### src/rtl/pcie_mwr_gen.sv
// PCIe Memory Write TLP generator: a small register window programs address, length,
// seed and tag; START emits a 3DW MWr header and an incrementing-dword payload into a FIFO.
module pcie_mwr_gen #(
  parameter int BAR_IDX = 1
) (
  input  logic        pcie_clk,
  input  logic        sys_rst_n,
  input  logic [7:0]  bus_num,
  input  logic [4:0]  dev_num,
  input  logic [2:0]  func_num,
  input  logic [6:0]  slv_bar_i,
  input  logic        slv_ce_i,
  input  logic        slv_we_i,
  input  logic [19:1] slv_adr_i,
  input  logic [15:0] slv_dat_i,
  input  logic [1:0]  slv_sel_i,
  output logic [15:0] slv_dat_o,
  output logic        mst_wr_en,
  input  logic        mst_full,
  output logic [17:0] mst_din,
  output logic        done_o
);

  // state  | meaning
  // S_IDLE | waiting for START
  // S_HDR  | pushing the six header halfwords
  // S_DATA | pushing 2*LEN payload halfwords
  // S_DONE | one cycle: pulse done_o, set sticky DONE
  typedef enum logic [1:0] {S_IDLE, S_HDR, S_DATA, S_DONE} state_t;

  state_t      r_state;
  logic [5:0]  r_cnt;
  logic        r_done;
  logic        r_err;
  logic [15:2] r_addr_lo;
  logic [15:0] r_addr_hi;
  logic [5:0]  r_len;
  logic [15:0] r_seed_lo;
  logic [15:0] r_seed_hi;
  logic [7:0]  r_tag;
  logic [31:2] r_s_addr;
  logic [5:0]  r_s_len;
  logic [31:0] r_s_dw;
  logic [7:0]  r_s_tag;
  logic [15:0] r_dat_o;

  logic        w_acc;
  logic        w_wr;
  logic        w_rd;
  logic [2:0]  w_idx;
  logic        w_wr_ctrl;
  logic        w_start;
  logic        w_len_ok;
  logic        w_busy;
  logic        w_push;
  logic        w_last_hdr;
  logic        w_last_dat;
  logic [6:0]  w_dat_words;
  logic [15:0] w_hw;
  logic [15:0] w_rdata;
  logic        w_unused;

  assign w_acc       = slv_ce_i & slv_bar_i[BAR_IDX];
  assign w_wr        = w_acc & slv_we_i;
  assign w_rd        = w_acc & ~slv_we_i;
  assign w_idx       = slv_adr_i[3:1];
  assign w_wr_ctrl   = w_wr && (w_idx == 3'd0) && slv_sel_i[0];
  assign w_start     = w_wr_ctrl && slv_dat_i[0];
  assign w_len_ok    = (r_len != 6'd0) && (r_len <= 6'd32);
  assign w_busy      = (r_state != S_IDLE);
  assign w_push      = ((r_state == S_HDR) || (r_state == S_DATA)) && !mst_full;
  assign w_dat_words = {r_s_len, 1'b0};
  assign w_last_hdr  = (r_cnt == 6'd5);
  assign w_last_dat  = ({1'b0, r_cnt} == (w_dat_words - 7'd1));
  assign w_unused    = ^{slv_adr_i[19:4], slv_bar_i};

  // Halfword is a pure function of state and counter, so it holds across a stall.
  always_comb begin
    w_hw = 16'h0000;
    if (r_state == S_HDR) begin
      case (r_cnt)
        6'd0:    w_hw = 16'h4000;
        6'd1:    w_hw = {10'b0, r_s_len};
        6'd2:    w_hw = {bus_num, dev_num, func_num};
        6'd3:    w_hw = {r_s_tag, (r_s_len == 6'd1) ? 4'h0 : 4'hF, 4'hF};
        6'd4:    w_hw = r_s_addr[31:16];
        6'd5:    w_hw = {r_s_addr[15:2], 2'b00};
        default: w_hw = 16'h0000;
      endcase
    end else if (r_state == S_DATA) begin
      w_hw = r_cnt[0] ? r_s_dw[15:0] : r_s_dw[31:16];
    end
  end

  assign mst_wr_en = w_push;
  assign mst_din   = {w_push && (r_state == S_HDR) && (r_cnt == 6'd0),
                      w_push && (r_state == S_DATA) && w_last_dat,
                      w_hw};
  assign done_o    = (r_state == S_DONE);
  assign slv_dat_o = r_dat_o;

  always_comb begin
    w_rdata = 16'h0000;
    case (w_idx)
      3'd0:    w_rdata = {12'h000, r_err, r_done, w_busy, 1'b0};
      3'd1:    w_rdata = {r_addr_lo, 2'b00};
      3'd2:    w_rdata = r_addr_hi;
      3'd3:    w_rdata = {10'h000, r_len};
      3'd4:    w_rdata = r_seed_lo;
      3'd5:    w_rdata = r_seed_hi;
      3'd6:    w_rdata = {8'h00, r_tag};
      default: w_rdata = 16'h0000;
    endcase
  end

  always_ff @(posedge pcie_clk or negedge sys_rst_n) begin
    if (!sys_rst_n) begin
      r_dat_o <= 16'h0000;
    end else if (w_rd) begin
      r_dat_o <= w_rdata;
    end
  end

  // Sticky status: a hardware set always wins over a same-cycle write-1-clear.
  always_ff @(posedge pcie_clk or negedge sys_rst_n) begin
    if (!sys_rst_n) begin
      r_done <= 1'b0;
      r_err  <= 1'b0;
    end else begin
      if (r_state == S_DONE)
        r_done <= 1'b1;
      else if (w_wr_ctrl && slv_dat_i[2])
        r_done <= 1'b0;
      if (w_start && !w_busy && !w_len_ok)
        r_err <= 1'b1;
      else if (w_wr_ctrl && slv_dat_i[3])
        r_err <= 1'b0;
    end
  end

  always_ff @(posedge pcie_clk or negedge sys_rst_n) begin
    if (!sys_rst_n) begin
      r_addr_lo <= '0;
      r_addr_hi <= '0;
      r_len     <= '0;
      r_seed_lo <= '0;
      r_seed_hi <= '0;
      r_tag     <= '0;
    end else if (w_wr) begin
      case (w_idx)
        3'd1: begin
          if (slv_sel_i[0]) r_addr_lo[7:2]  <= slv_dat_i[7:2];
          if (slv_sel_i[1]) r_addr_lo[15:8] <= slv_dat_i[15:8];
        end
        3'd2: begin
          if (slv_sel_i[0]) r_addr_hi[7:0]  <= slv_dat_i[7:0];
          if (slv_sel_i[1]) r_addr_hi[15:8] <= slv_dat_i[15:8];
        end
        3'd3: if (slv_sel_i[0]) r_len <= slv_dat_i[5:0];
        3'd4: begin
          if (slv_sel_i[0]) r_seed_lo[7:0]  <= slv_dat_i[7:0];
          if (slv_sel_i[1]) r_seed_lo[15:8] <= slv_dat_i[15:8];
        end
        3'd5: begin
          if (slv_sel_i[0]) r_seed_hi[7:0]  <= slv_dat_i[7:0];
          if (slv_sel_i[1]) r_seed_hi[15:8] <= slv_dat_i[15:8];
        end
        3'd6: if (slv_sel_i[0]) r_tag <= slv_dat_i[7:0];
        default: ;
      endcase
    end
  end

  always_ff @(posedge pcie_clk or negedge sys_rst_n) begin
    if (!sys_rst_n) begin
      r_state  <= S_IDLE;
      r_cnt    <= '0;
      r_s_addr <= '0;
      r_s_len  <= '0;
      r_s_dw   <= '0;
      r_s_tag  <= '0;
    end else begin
      case (r_state)
        S_IDLE: begin
          if (w_start && w_len_ok) begin
            r_s_addr <= {r_addr_hi, r_addr_lo};
            r_s_len  <= r_len;
            r_s_dw   <= {r_seed_hi, r_seed_lo};
            r_s_tag  <= r_tag;
            r_cnt    <= '0;
            r_state  <= S_HDR;
          end
        end
        S_HDR: begin
          if (w_push) begin
            if (w_last_hdr) begin
              r_cnt   <= '0;
              r_state <= S_DATA;
            end else begin
              r_cnt <= r_cnt + 6'd1;
            end
          end
        end
        S_DATA: begin
          if (w_push) begin
            if (r_cnt[0])
              r_s_dw <= r_s_dw + 32'd1;
            if (w_last_dat) begin
              r_cnt   <= '0;
              r_state <= S_DONE;
            end else begin
              r_cnt <= r_cnt + 6'd1;
            end
          end
        end
        S_DONE:  r_state <= S_IDLE;
        default: r_state <= S_IDLE;
      endcase
    end
  end

endmodule

### config.mk
export PLATFORM = sky130hd
export DESIGN_NAME = pcie_mwr_gen
export DESIGN_NICKNAME = d
export VERILOG_FILES = /design/src/rtl/pcie_mwr_gen.sv
export SDC_FILE = /design/constraint.sdc
export NUM_CORES = 1
export LEC_CHECK = 0
export ABC_AREA = 1
export CAP_MARGIN = 20
export CORE_MARGIN = 2
export CORE_UTILIZATION = 55
export DETAILED_ROUTE_END_ITERATION = 8
export PLACE_DENSITY = 0.78
export SYNTH_ARGS = -nofsm -noshare
export SYNTH_HDL_FRONTEND = slang
export SYNTH_SLANG_ARGS = --single-unit
### constraint.sdc
create_clock -name pcie_clk -period 2.4 [get_ports pcie_clk]
set_input_delay 0.24 -clock pcie_clk [delete_from_list [all_inputs] [get_ports pcie_clk]]
set_output_delay 0.24 -clock pcie_clk [all_outputs]
set_load 0.01 [all_outputs]
==> qor.tcl <==
set qor(max_clock_freq_mhz) 415
set qor(drt_first_iter_violations) 1504
set qor(ys_types) 39
set qor(pin_count) 101
set qor(synthSimpleGateAreaFrac) 0.264
set qor(slew_viol_final) 0
set qor(post-place-cells) 1589
set qor(clock_sinks) 178
set qor(via_count_of_the_first_global_routing_pass) 8883
set qor(fraction_of_the_mapped_netlist_area_in_adder_cells) 0.0143
set qor(port_buffers) 78
set qor(layout.cells.most_common) {nand2_1}
set qor(synth-edff-count) 0
set qor(grt.overflow.total) 0
set qor(hold_slack_ns) 0.270
set qor(placement.cell_area_um2) 10900
set qor(ff_latch_count_synth) 178
set qor(vias) 9745
set qor(drt.antenna.violating_nets) 0
set qor(failed_checks) {setup timing}
set qor(fin_setup_tns_ns) -0.0105
set qor(hold_viol) 0
set qor(share_of_the_cycle_needed_by_the_critical_path_after_routing) 1.00
set qor(synthArstFlopShare) 1.00
set qor(die-height_um) 136
set qor(clkSlewWorstSetupHoldPaths_ns) 0.08
set qor(postSynthAreaPerCell_um2) 7.52
set qor(post_synth_instance_area_um2) 9620
set qor(wl_per_cell_um) 19.6
set qor(period_needed_ns) 2.41
set qor(route.detailed.vias_per_inst) 5.91
set qor(max_slew_margin) 0.614
set qor(design.core.area_um2) 17200
set qor(finalWirelength_um) 32200
set qor(design.die.area_um2) 18600
set qor(buffer_depth_of_the_longest_clock_path) 2
set qor(path_max_fanout) 5
set qor(floorplan.die.width_um) 136
set qor(tightestPinTransition_ns) 0.577
set qor(drc_errors) 0
set qor(hold_path.class) {in2async}
set qor(placement_rows) 48
set qor(initial_utilization) 0.560
set qor(finalClockSkew_ns) 0.0116
set qor(synth_compound_gate_area_share) 0.152
set qor(leakage_power_nw) 5.60
set qor(final-setup-viol-count) 2
set qor(irDropWorstVdd_mv) 0.650
set qor(cts_h_tree_lvls) 4
set qor(synth.area.top_cells) {dfrtp_1 (46%), nand2_1 (16%), o21ai_0 (10%), inv_1 (4.8%), nor2_1 (3.8%)}
set qor(worst_slack_ns) -0.00884
set qor(final_cells) 1648
set qor(synth_top_area_frac) 0.463
set qor(power_per_cell_area_nw_per_um2) 892
set qor(largest_net_degree_at_the_start_of_global_routing) 75
set qor(tritoncts_clock_tree) {built}
set qor(reg2reg_from) {r_cnt[0]$_DFFE_PN0P_}
set qor(place_congestion) 0.967
set qor(numCtsBuffers) 17
set qor(setup_repair_after_global_routing_missed_its_margin) {yes}
set qor(cap_violations) 0
set qor(grt_first_pass_wirelength_um) 48600
set qor(status) {complete, but fails checks}
set qor(worstPathRequired_ns) 2.16
set qor(yosysWarningCount) 0
set qor(cp-start-kind) {flop}
set qor(layout.nets) 1485
set qor(crit_path_start) {r_cnt[0]$_DFFE_PN0P_}
set qor(synthesis.instances) 1279
set qor(filler_cell_count) 1401
set qor(synth_top_family_by_area) {simple AND/OR/NAND/NOR gates}
set qor(yosysTopAreaCell) {dfrtp_1}
set qor(sequential_element_share_of_the_synthesized_area) 0.463
set qor(xor_xnor_share_of_the_synthesized_area) 0.00728
set qor(synth_fp_nets) 1355
set qor(grt.total_usage) 0.347
set qor(stdcell_area_um2) 12100
set qor(dpl.hpwl_um) 22500
set qor(post_synth_mux_area_share) 0.0258
set qor(detailedRoute.firstPassIterationCount) 6
set qor(synth-main-ff-cell) {dfrtp_1}
set qor(post_route_cells_drive_above_1_share) 0.146
set qor(endpoint_class_of_the_critical_path) {primary output}
set qor(antenna_found_initial) 1
set qor(synthToLayoutAreaGrowth_pct) 25.3
set qor(crit_arrival_ns) 2.17
set qor(critical_path_class) {reg2out}
set qor(most_frequent_cells_in_the_layout) {nand2_1 (420), dfrtp_1 (176), o21ai_0 (165), inv_1 (118), nor2_1 (85)}
set qor(root_buffer) {clkbuf_16}
set qor(worst_slack_at_placement_ns) -0.131
set qor(clkLatencyLatePin_ns) 0.43
## report_power, final
part	internal (mW)	switching [mW]	total, mW	leakage [nW]
sequential	3.40	0.496	3.89	2.39
clock	1.72	1.32	3.04	0.308
combinational	1.53	2.29	3.82	2.90
## metrics by stage
step                      power [mW]   util
after global placement          6.85  0.636
after global routing            11.2  0.702
after detailed placement        6.93  0.636
after floorplan                 5.60      -
after CTS                       10.0  0.681
final                           10.8  0.702
## worst max-delay path: stages (launching register included)
cell and delay (ns):
dfrtp_1 0.42, buf_6 0.14, buf_6 0.11, ha_4 0.16
nand3_4 0.11, clkinv_4 0.11, buf_4 0.14, nand2_1 0.05
nand4_1 0.10, o21ai_1 0.14, o21ai_1 0.10, buf_2 0.15
## timing repair
item / 4_1_cts / 5_1_grt
setup buffers: 13 / 10
setup endpoints to repair: 18 / 49
hold endpoints to repair: 28 / 0
cloned: 0 / 5
gates resized for setup: 109 / 73
pin swaps: 3 / 12
hold buffers: 1 / 0
## final timing paths
kind / end / slack, ns / cells past startpoint
max in group asynchronous: r_addr_hi[14]$_DFFE_PN0P_ / 1.42 / 3
setup reg to reg: r_s_dw[7]$_DFFE_PN0P_ / 0.12 / 16
setup / recovery: mst_din[14] / -0.009 / 11
min in group pcie_clk: r_seed_lo[13]$_DFFE_PN0P_ / 0.44 / 3
hold reg to reg: r_seed_hi[0]$_DFFE_PN0P_ / 0.49 / 2
hold / removal: r_state[0]$_DFFE_PN0P_ / 0.27 / 2
## synth_stat cells, drive strengths merged, types with 4 or more instances
cell type	number
inv	124
o21ai	204
o2111ai	10
a22o	15
dfrtp	178
nor3	11
nand4	14
buf	24
clkbuf	23
xor2	8
nor2	100
o22ai	8
ha	11
mux2	22
a21oi	12
nand3	67
nand2	423
nand3b	4
o211ai	6
## registers in the layout, summed over array words and instances, names as in the netlist, 8 cells and up
name       count
r_seed_hi     16
r_s_dw        32
r_tag          8
r_addr_lo     14
r_addr_hi     16
r_seed_lo     16
slv_dat_o     16
r_s_tag        8
r_s_addr      30
## layer usage
metal	GRT usage	routed length (µm)	vias to the layer above
li1	-	-	4455
met1	0.500	13500	4611
met2	0.535	14400	575
met3	0.0585	2970	104
met4	0.119	1320	0
met5	0	0	-
## cell type report
cell class / count / area (µm²) / area share
repair buffers: 157 / 1490 / 0.124
inverters: 127 / 507 / 0.0420
multi-input cells: 927 / 4680 / 0.388
repair inverters: 1 / 6.26 / 0.000519
diodes: 1 / 2.50 / 0.000208
clock buffers: 19 / 443 / 0.0367
clock inverters: 13 / 189 / 0.0157
well taps: 225 / 282 / 0.0234
flip-flops and latches: 178 / 4460 / 0.370
## cell families after synthesis
| family | Yosys count |
|---|---|
| adders and majority gates | 11 |
| and+or+nand+nor | 623 |
| xor gates and xnor gates | 8 |
| buffers and inverters | 174 |
| AOI/OAI and AO/OA | 263 |
| muxes | 22 |
| DFF | 178 |
No activity file was read; power rests on OpenSTA's default activity.
